`src/rtl/instr_fetch_unit.sv`:
```
// -----------------------------------------------------------------------------
// instr_fetch_unit
//
// Instruction fetch front end. Owns the fetch address, issues one word read at
// a time to instruction memory over a req/ack handshake, buffers returned
// words together with their PCs in a small FIFO, and presents the FIFO head to
// decode over a valid/ready handshake. A redirect flushes the FIFO and
// restarts fetch at a new word-aligned address. A request that is still
// outstanding when a redirect arrives is completed and its data discarded.
//
// Optional feature macro: IFETCH_BYPASS_EN
//   When defined, an ack that arrives while the FIFO is empty is forwarded
//   combinationally to decode in the same cycle. If decode takes it that
//   cycle, the word is not pushed.
//
// Ports:
//   clk          clock, all state updates on the rising edge
//   rst          synchronous reset, active-high
//   imem_req     read request to instruction memory
//   imem_addr    word-aligned read address (stable while imem_req is held)
//   imem_ack     memory response valid, data on imem_data this cycle
//   imem_data    instruction word from memory
//   instr_valid  FIFO head valid to decode
//   instr_ready  decode accepts the head this cycle
//   instr        head instruction (0 when nothing is valid)
//   instr_pc     PC of head instruction (0 when nothing is valid)
//   redirect     flush and restart fetch
//   redirect_pc  new fetch address (low two bits ignored)
//   fetch_pc     current fetch address register
// -----------------------------------------------------------------------------
module instr_fetch_unit #(
  parameter int                 ADDR_W   = 32,
  parameter int                 INSTR_W  = 32,
  parameter int                 DEPTH    = 4,
  parameter logic [ADDR_W-1:0]  RESET_PC = '0
) (
  input  logic               clk,
  input  logic               rst,
  output logic               imem_req,
  output logic [ADDR_W-1:0]  imem_addr,
  input  logic               imem_ack,
  input  logic [INSTR_W-1:0] imem_data,
  output logic               instr_valid,
  input  logic               instr_ready,
  output logic [INSTR_W-1:0] instr,
  output logic [ADDR_W-1:0]  instr_pc,
  input  logic               redirect,
  input  logic [ADDR_W-1:0]  redirect_pc,
  output logic [ADDR_W-1:0]  fetch_pc
);

  localparam int PTR_W = (DEPTH > 1) ? $clog2(DEPTH) : 1;
  localparam int CNT_W = PTR_W + 1;
  localparam logic [CNT_W-1:0] DEPTH_C = CNT_W'(DEPTH);

  typedef enum logic [1:0] {
    ST_FETCH = 2'd0,
    ST_FULL  = 2'd1,
    ST_DROP  = 2'd2
  } state_e;

  // Control state (reset)
  state_e             state_q,     state_d;
  logic [ADDR_W-1:0]  fetch_pc_q,  fetch_pc_d;
  logic [ADDR_W-1:0]  drop_addr_q, drop_addr_d;
  logic [CNT_W-1:0]   count_q,     count_d;
  logic [PTR_W-1:0]   wr_ptr_q,    wr_ptr_d;
  logic [PTR_W-1:0]   rd_ptr_q,    rd_ptr_d;
  logic               en_q;

  // FIFO storage (data path, not reset)
  logic [INSTR_W-1:0] instr_mem_q [DEPTH];
  logic [ADDR_W-1:0]  pc_mem_q    [DEPTH];

  logic               fifo_empty;
  logic               room;
  logic               req;
  logic               acked;
  logic               push;
  logic               pop;
  logic               bypass;
  logic [ADDR_W-1:0]  redirect_aligned;

  assign fifo_empty       = (count_q == '0);
  assign redirect_aligned = {redirect_pc[ADDR_W-1:2], 2'b00};

  // count_q never includes the outstanding request, but the request stays
  // raised until its ack and count can only fall meanwhile, so checking
  // count < DEPTH at issue time already reserves the slot the ack will fill.
  assign room  = (count_q < DEPTH_C);

  // en_q keeps the request low in the first cycle after reset so a reset
  // cycle never starts a transaction and a late ack to a killed request
  // lands on imem_req=0.
  assign req   = en_q && (((state_q == ST_FETCH) && room) || (state_q == ST_DROP));
  assign acked = req && imem_ack;

`ifdef IFETCH_BYPASS_EN
  assign bypass = (state_q == ST_FETCH) && acked && fifo_empty && !redirect;
`else
  assign bypass = 1'b0;
`endif

  assign pop  = !fifo_empty && instr_ready;
  assign push = (state_q == ST_FETCH) && acked && !redirect && !(bypass && instr_ready);

  assign imem_req    = req;
  assign imem_addr   = (state_q == ST_DROP) ? drop_addr_q : fetch_pc_q;
  assign fetch_pc    = fetch_pc_q;
  assign instr_valid = !fifo_empty || bypass;

  always_comb begin
    instr    = '0;
    instr_pc = '0;
    if (!fifo_empty) begin
      instr    = instr_mem_q[rd_ptr_q];
      instr_pc = pc_mem_q[rd_ptr_q];
    end else if (bypass) begin
      instr    = imem_data;
      instr_pc = fetch_pc_q;
    end
  end

  always_comb begin
    state_d     = state_q;
    fetch_pc_d  = fetch_pc_q;
    drop_addr_d = drop_addr_q;
    count_d     = count_q;
    wr_ptr_d    = wr_ptr_q;
    rd_ptr_d    = rd_ptr_q;

    if (redirect) begin
      count_d    = '0;
      wr_ptr_d   = '0;
      rd_ptr_d   = '0;
      fetch_pc_d = redirect_aligned;
      if (req && !imem_ack) begin
        // Keep presenting the old address until the memory answers it.
        state_d     = ST_DROP;
        drop_addr_d = imem_addr;
      end else begin
        state_d = ST_FETCH;
      end
    end else begin
      if (push) wr_ptr_d = wr_ptr_q + PTR_W'(1);
      if (pop)  rd_ptr_d = rd_ptr_q + PTR_W'(1);
      count_d = count_q + CNT_W'(push) - CNT_W'(pop);

      unique case (state_q)
        ST_FETCH: begin
          if (acked) fetch_pc_d = fetch_pc_q + ADDR_W'(4);
          if (count_d == DEPTH_C) state_d = ST_FULL;
        end
        ST_FULL: begin
          if (pop) state_d = ST_FETCH;
        end
        ST_DROP: begin
          if (acked) state_d = ST_FETCH;
        end
        default: state_d = ST_FETCH;
      endcase
    end
  end

  always_ff @(posedge clk) begin
    if (rst) begin
      state_q     <= ST_FETCH;
      fetch_pc_q  <= RESET_PC;
      drop_addr_q <= RESET_PC;
      count_q     <= '0;
      wr_ptr_q    <= '0;
      rd_ptr_q    <= '0;
      en_q        <= 1'b0;
    end else begin
      state_q     <= state_d;
      fetch_pc_q  <= fetch_pc_d;
      drop_addr_q <= drop_addr_d;
      count_q     <= count_d;
      wr_ptr_q    <= wr_ptr_d;
      rd_ptr_q    <= rd_ptr_d;
      en_q        <= 1'b1;
    end
  end

  always_ff @(posedge clk) begin
    if (push) begin
      instr_mem_q[wr_ptr_q] <= imem_data;
      pc_mem_q[wr_ptr_q]    <= fetch_pc_q;
    end
  end

endmodule

```
`config.mk`:
```
export PLATFORM = sky130hd
export DESIGN_NAME = instr_fetch_unit
export DESIGN_NICKNAME = d
export VERILOG_FILES = /design/src/rtl/instr_fetch_unit.sv
export SDC_FILE = /design/constraint.sdc
export NUM_CORES = 1
export LEC_CHECK = 0
export ABC_AREA = 1
export CORE_UTILIZATION = 30
export DETAILED_ROUTE_END_ITERATION = 10
export GPL_TIMING_DRIVEN = 0
export RECOVER_POWER = 50
export SETUP_SLACK_MARGIN = 0.2
export SLEW_MARGIN = 20
export SYNTH_ARGS = -nofsm -noshare
export SYNTH_HDL_FRONTEND = slang
export SYNTH_SLANG_ARGS = --single-unit
```
`constraint.sdc`:
```
create_clock -name clk -period 4.8 [get_ports clk]
set_input_delay 0.72 -clock clk [delete_from_list [all_inputs] [get_ports clk]]
set_output_delay 0.72 -clock clk [all_outputs]
set_load 0.02 [all_outputs]
```
==> results of run 1 <==
final cells by class:
class / instances / area (um^2) / share of cell area, %
sequential: 322 / 8930 / 50.4
multi-input combinational: 907 / 4070 / 23.0
timing repair buffer: 202 / 2210 / 12.5
clock buffer: 48 / 1020 / 5.76
tap: 592 / 741 / 4.18
buffer: 80 / 340 / 1.92
inverter: 71 / 269 / 1.52
clock inverter: 16 / 139 / 0.784
power by group through the flow:
stage	sequential, uW	combinational (uW)	clock [uW]
global placement	3190	590	0
finish	3130	595	2720
floorplan	3180	278	0
detailed placement	3190	605	0
global route	3140	645	2890
CTS	3130	609	2780
kinds of logic after synthesis:
| family | after synthesis |
|---|---|
| other | 1 |
| buffers and inverters | 151 |
| xor gates and xnor gates | 12 |
| DFF | 322 |
| and+or+nand+nor | 566 |
| adders and majority gates | 8 |
| AOI/OAI and AO/OA | 317 |
through the flow:
stage,power [uW],std cells,setup TNS (ns)
after global placement,3780,2162,-567.32
after global routing,6670,2238,0
after detailed placement,3790,2174,0
after floorplan,3460,1380,0
after CTS,6520,2238,0
final,6440,2238,0
path summary, 6_finish.rpt:
kind / endpoint / slack, ns / cells after the start
hold / removal: drop_addr_q[0] / 0.45 / 2
setup reg to reg: instr_mem_q[2][29] / 0.73 / 11
setup / recovery: instr_mem_q[2][29] / 0.62 / 8
hold reg to reg: drop_addr_q[0] / 0.45 / 2
placed cells by master, fill, tap and decap left out, drive strengths merged:
cell           count
nor2             321
edfxtp           248
o21ai            190
nand2            179
clkdlybuf4s50    157
a21oi            121
clkbuf           109
dfxtp             74
inv               73
nand3             51
dlygate4sd3       33
buf               31
xor2              10
clkinv            10
nand4              9
ha                 7
a31oi              4
conb               4
nor3               3
xnor2              2
a211oi             2
and2               2
bufinv             2
clkinvlp           2
nand3b             1
fa                 1
critical path, cell delays in order:
cell and delay (ns):
dlygate4sd3_1 0.63, nand3_1 0.27, nor2_1 0.58, inv_1 0.28, nor2_1 1.28, buf_12 0.29, buf_16 0.17, buf_16 0.17
metal layers:
metal | track usage [%] | share of wire (%) | wire (um)
met3 | 4.39 | 7.3 | 2940
met1 | 23.1 | 44 | 18000
met4 | 4.16 | 1.8 | 711
met2 | 28.9 | 47 | 18900
met5 | 0 | 0.032 | 13
sequential cells by signal, indices dropped and copies added (netlist names), named ones only:
register / flops
count_q: 3
drop_addr_q: 32
en_q: 1
fetch_pc: 30
instr_mem_q: 128
pc_mem_q: 120
rd_ptr_q: 2
state_q: 2
wr_ptr_q: 2
==> results.md, run 1 <==
* Number of global-route vias before repair at 10494
* Most frequent cell after synthesis: nor2_1
* VDD IR-drop max at 0.209 mV
* Fin crit share at 87.1%
* Synthesized instance count at 1377
* NumNets Final at 1698
* Final hold violation count at 0
* EDFF count, synth at 248
* Post-Synth Simple-Gate Area at 16.6%
* Max Slew Vio Count at 41
* # resized after CTS at 0
* Initial antenna violation count at 1
* Largest net degree at the start of global routing at 23
* DR DRC count at 0
* Input/output buffers at 190
* Fin area at 0.0177 mm^2
* Crit path required time at 5.04 ns
* Drt via density at 4.81
* Die footprint at 0.0463 mm^2
* Fmax at 0.239 GHz
* CORE AREA at 0.0445 mm^2
* Htree depth at 2
* Top cell type by total area after synthesis: edfxtp_1
* Post-synthesis sequential area ratio at 65.5%
* Synth warnings at 0
* Sw Share at 24.0%
* CTS Hold Bufs at 0
* Site Rows at 77
* Worst-path clk slew at 0.06 ns
* Worst setup startpoint: imem_ack
* Post-synth cell types at 31
* Crit Path Max Fanout at 21
* Hold Path Origin: drop_addr_q[0]
* Ys async rst share at 0%
* DR iter-0 viols at 870
* Worst EP arrival at 4.42 ns
* Flops & latches, synth at 322
* Via Count at 10759
* Combinational power share at 9.2%
* Routed Antenna Nets at 0
* Hold WS at 0.447 ns
* Post-DP HPWL at 28400 um
* Ys flop type: edfxtp_1
* Tot GR Track Use at 17.6%
* Clock skew at 0.0167 ns
* Final min period at 4.18 ns
* WL/cell at 18.1 um
* Failing checks: max-capacitance violations, max-slew violations
* Synth area leaders: edfxtp_1 55%, dfxtp_1 11%, nor2_1 8.7%
* Worst hold-check path type: register to register
* Clock Latency Late Sink at 0.55 ns
* Status: complete, but fails checks
* Synth-to-layout area growth at 29.9%
* Slew HR at -9.08%
* Average size of a mapped cell at 9.90 um^2
* Fill count at 4329
* Pwr per Cell Area at 364 mW/mm^2
* Final setup vio count at 0
* Setup repair bufs after CTS at 0
* Num CTS Buffers at 37
* Initial cell density of the core at 30.6%
* Critical path type: primary input to register
* Synth top cells by count: 315 x nor2_1, 248 x edfxtp_1, 183 x o21ai_0
* Post-Route WL at 40600 um
* CTS tree: yes
* CTS max path bufs at 3
* Drt pass-1 iters at 5
* Place WS at 1.13 ns
* Layout cell share with drive strength beyond 1 at 5.59%
* RSZ-0062 raised after global routing: no
* R2R Path Start: state_q[1]
* Clk root buf: clkbuf_16
* Lkg Pwr at 0.00598 uW
* Die height at 215 um
* Top Ports at 199
* Placed Area at 0.0166 mm^2
* Netlist Area Pre-Place at 0.0136 mm^2
* Worst setup SP type: primary input
* TritonCTS Sinks at 322
* Die W at 215 um
* Antenna cells at 0
* Final Util at 39.8%
* Area share of the largest cell type after synthesis at 54.6%
* Xor and xnor area share after synthesis at 0.771%
* Post-Synth Adder-Cell Area at 0.789%
* Sw power at 1540 uW
* Crit path capture type: register
* Post-synthesis compound-gate area fraction at 11.7%
* Maxcap violations at 3
* Slew @ Worst Pin at 1.63 ns
* Final setup margin at 0.618 ns
* First-pass GRT wire length at 62000 um
* Sequential power share at 48.6%
* Internal Power at 4900 uW
* Gpl congestion at 0.876
* Clock power frac at 42.2%
* Mux contribution to synthesized area at 0%
* Gr ovfl total at 0
* Largest family of logic cells by synthesized area: simple AND/OR/NAND/NOR gates
(Power assumes the default switching activity.)
==> inputs of run 2 (changes only) <==
--- a/config.mk
+++ b/config.mk
@@ -6,6 +6,7 @@
 export NUM_CORES = 1
 export LEC_CHECK = 0
 export ABC_AREA = 1
+export CAP_MARGIN = 20
 export CORE_UTILIZATION = 30
 export DETAILED_ROUTE_END_ITERATION = 10
 export GPL_TIMING_DRIVEN = 0
==> run 2 against run 1 <==
Flip-flop and latch count did not move. Die area did not move. Register-to-register slack improved by 0.03 ns. The flow still finishes with violations (max-capacitance violations, max-slew violations). Largest cell class unchanged. Combinational power barely moved. Sequential power barely moved. Count of clock-buffer cells in the layout fell by 2. Clock power barely moved. Clock skew fell by 0.0029 ns. Routed wire length fell by 0.26%. Global-route usage fell by 0.17 points.
==> results.md, run 2 (synthesis results as in run 1) <==
* Layout cell share with drive strength beyond 1 at 5.54% (-0.051 points)
* Die W at 215 um (unchanged)
* Post-Route WL at 40500 um (-0.26%)
* RSZ-0062 raised after global routing: no
* Critical path type: primary input to register
* Largest regs: instr_mem_q: 128 flops, pc_mem_q: 120 flops, drop_addr_q: 32 flops
* Clk root buf: clkbuf_16
* Top Ports at 199 (unchanged)
* Initial antenna violation count at 1 (unchanged)
* Input/output buffers at 190 (unchanged)
* Antenna cells at 0 (unchanged)
* Tot GR Track Use at 17.4% (-0.17 points)
* Die footprint at 0.0463 mm^2 (unchanged)
* Max Slew Vio Count at 41 (unchanged)
* Sw Share at 23.6% (-0.37 points)
* Drt pass-1 iters at 5 (unchanged)
* Most common cell after layout, fill and taps aside: nor2_1
* First-pass GRT wire length at 61200 um (-1.4%)
* CTS Hold Bufs at 0 (unchanged)
* Initial cell density of the core at 30.6% (unchanged)
* Finished Layout Cells at 2235 (-0.13%)
* Worst hold-check path type: register to register
* Fmax at 0.241 GHz (+0.65%)
* Maxcap violations at 3 (unchanged)
* Routed Antenna Nets at 0 (unchanged)
* Slowest cell delay on critical path at 1.26 ns (-0.02 ns)
* Largest Register: instr_mem_q
* Internal Power at 4910 uW (+0.20%)
* Largest net degree at the start of global routing at 23 (unchanged)
* Multi-input gate area at 0.00407 mm^2 (about the same)
* DR iter-0 viols at 838 (-3.7%)
* Hold WS at 0.445 ns (-0.00184 ns)
* # resized after CTS at 0 (unchanged)
* Lkg Pwr at 0.00597 uW (about the same)
* Status: complete, but fails checks
* Gpl congestion at 0.876 (unchanged)
* Most frequent cells in the layout: 317 x nor2_1, 248 x edfxtp_1, 183 x o21ai_0
* Slew HR at -7.93% (+1.1 points)
* Fin crit share at 86.6% (-0.57 points)
* Synth-to-layout area growth at 29.9% (about the same)
* CTS max path bufs at 3 (unchanged)
* Drt via density at 4.82 (+0.36%)
* Final hold violation count at 0 (unchanged)
* Largest register FFs at 128 (unchanged)
* DR DRC count at 0 (unchanged)
* Site Rows at 77 (unchanged)
* Crit Path Max Fanout at 21 (unchanged)
* Final min period at 4.16 ns (-0.0271 ns)
* Placed Cells at 2174 (unchanged)
* Number of global-route vias before repair at 10300 (-1.8%)
* Clock skew at 0.0138 ns (-0.00290 ns)
* Sw power at 1520 uW (-1.8%)
* NumNets Final at 1697 (-0.059%)
* Failing checks: max-capacitance violations, max-slew violations
* Reg area at 0.00893 mm^2 (unchanged)
* Htree depth at 2 (unchanged)
* Clock power frac at 42.1% (about the same)
* Final setup vio count at 0 (unchanged)
* Total power at 6420 uW (-0.29%)
* Die height at 215 um (unchanged)
* Worst-path cell chain: dlygate4sd3_1 > nand3_1 > nor2_1 > inv_1 > nor2_1 > buf_12 > buf_16 > buf_16
* Pwr per Cell Area at 363 mW/mm^2 (-0.24%)
* CORE AREA at 0.0445 mm^2 (unchanged)
* Slew @ Worst Pin at 1.61 ns (-0.0171 ns)
* Gr ovfl total at 0 (unchanged)
* Clock Latency Late Sink at 0.54 ns (about the same)
* Sequential power share at 48.7% (about the same)
* Via Count at 10783 (+0.22%)
* Crit path capture type: register
* Worst-path clk slew at 0.06 ns (about the same)
* Worst EP arrival at 4.40 ns (-0.02 ns)
* Crit path required time at 5.04 ns (about the same)
* Fill count at 4266 (-1.5%)
* VDD IR-drop max at 0.186 mV (-11%)
* Num CTS Buffers at 36 (-2.7%)
* Setup TNS at 0 ns (unchanged)
* Setup repair bufs after CTS at 0 (unchanged)
* Worst setup SP type: primary input
* CP max stage cell: nor2_1
* TritonCTS Sinks at 322 (unchanged)
* CTS tree: yes
* Post-DP HPWL at 28400 um (about the same)
* WL/cell at 18.1 um (-0.13%)
* Combinational power share at 9.2% (about the same)
run 2: final cells by class:
type	instances	area share [%]
sequential	322	50.4
timing repair buffer	202	12.5
multi-input combinational	907	23.0
tap	592	4.18
inverter	71	1.52
clock buffer	46	5.60
buffer	80	1.92
clock inverter	15	0.883
run 2: worst max-delay path, delay by kind of cell:
| family | cells | cell delay (ns) |
|---|---|---|
| and+or+nand+nor | 3 | 2.11 |
| buffers and inverters | 5 | 1.55 |
run 2: path summary, 6_finish.rpt:
| path | from | to | slack (ns) | depth (start not counted) |
|---|---|---|---|---|
| setup / recovery | imem_ack | instr_mem_q[2][29] | 0.64 | 8 |
| hold / removal | drop_addr_q[1] | drop_addr_q[1] | 0.45 | 2 |
| setup reg to reg | state_q[1] | instr_mem_q[2][29] | 0.76 | 11 |
| hold reg to reg | drop_addr_q[1] | drop_addr_q[1] | 0.45 | 2 |
run 2: through the flow:
| stage | utilization (%) | worst slack [ns] | instance area, um^2 |
|---|---|---|---|
| global route | 39.8 | 0.409 | 17700 |
| global placement | 36.6 | -2.33 | 16300 |
| detailed placement | 37.4 | 1.11 | 16600 |
| CTS | 39.9 | 0.725 | 17800 |
| finish | 39.8 | 0.645 | 17700 |
| floorplan | - | 0.551 | 13600 |
run 2: power by group through the flow:
stage               Sequential [uW]  Combinational, uW  Clock (uW)
floorplan                      3180                278           0
global placement               3190                590           0
detailed placement             3190                605           0
CTS                            3130                609        2770
global route                   3140                644        2870
finish                         3130                594        2700
run 2: layer usage:
| metal | up-vias | track usage (%) | share of wire, % | routed length (um) |
|---|---|---|---|---|
| li1 | 5182 | - | - | - |
| met1 | 5154 | 22.7 | 44 | 17600 |
| met2 | 385 | 28.8 | 47 | 18900 |
| met3 | 60 | 4.46 | 7.9 | 3210 |
| met4 | 2 | 4.02 | 1.7 | 708 |
| met5 | - | 0 | 0.027 | 11 |
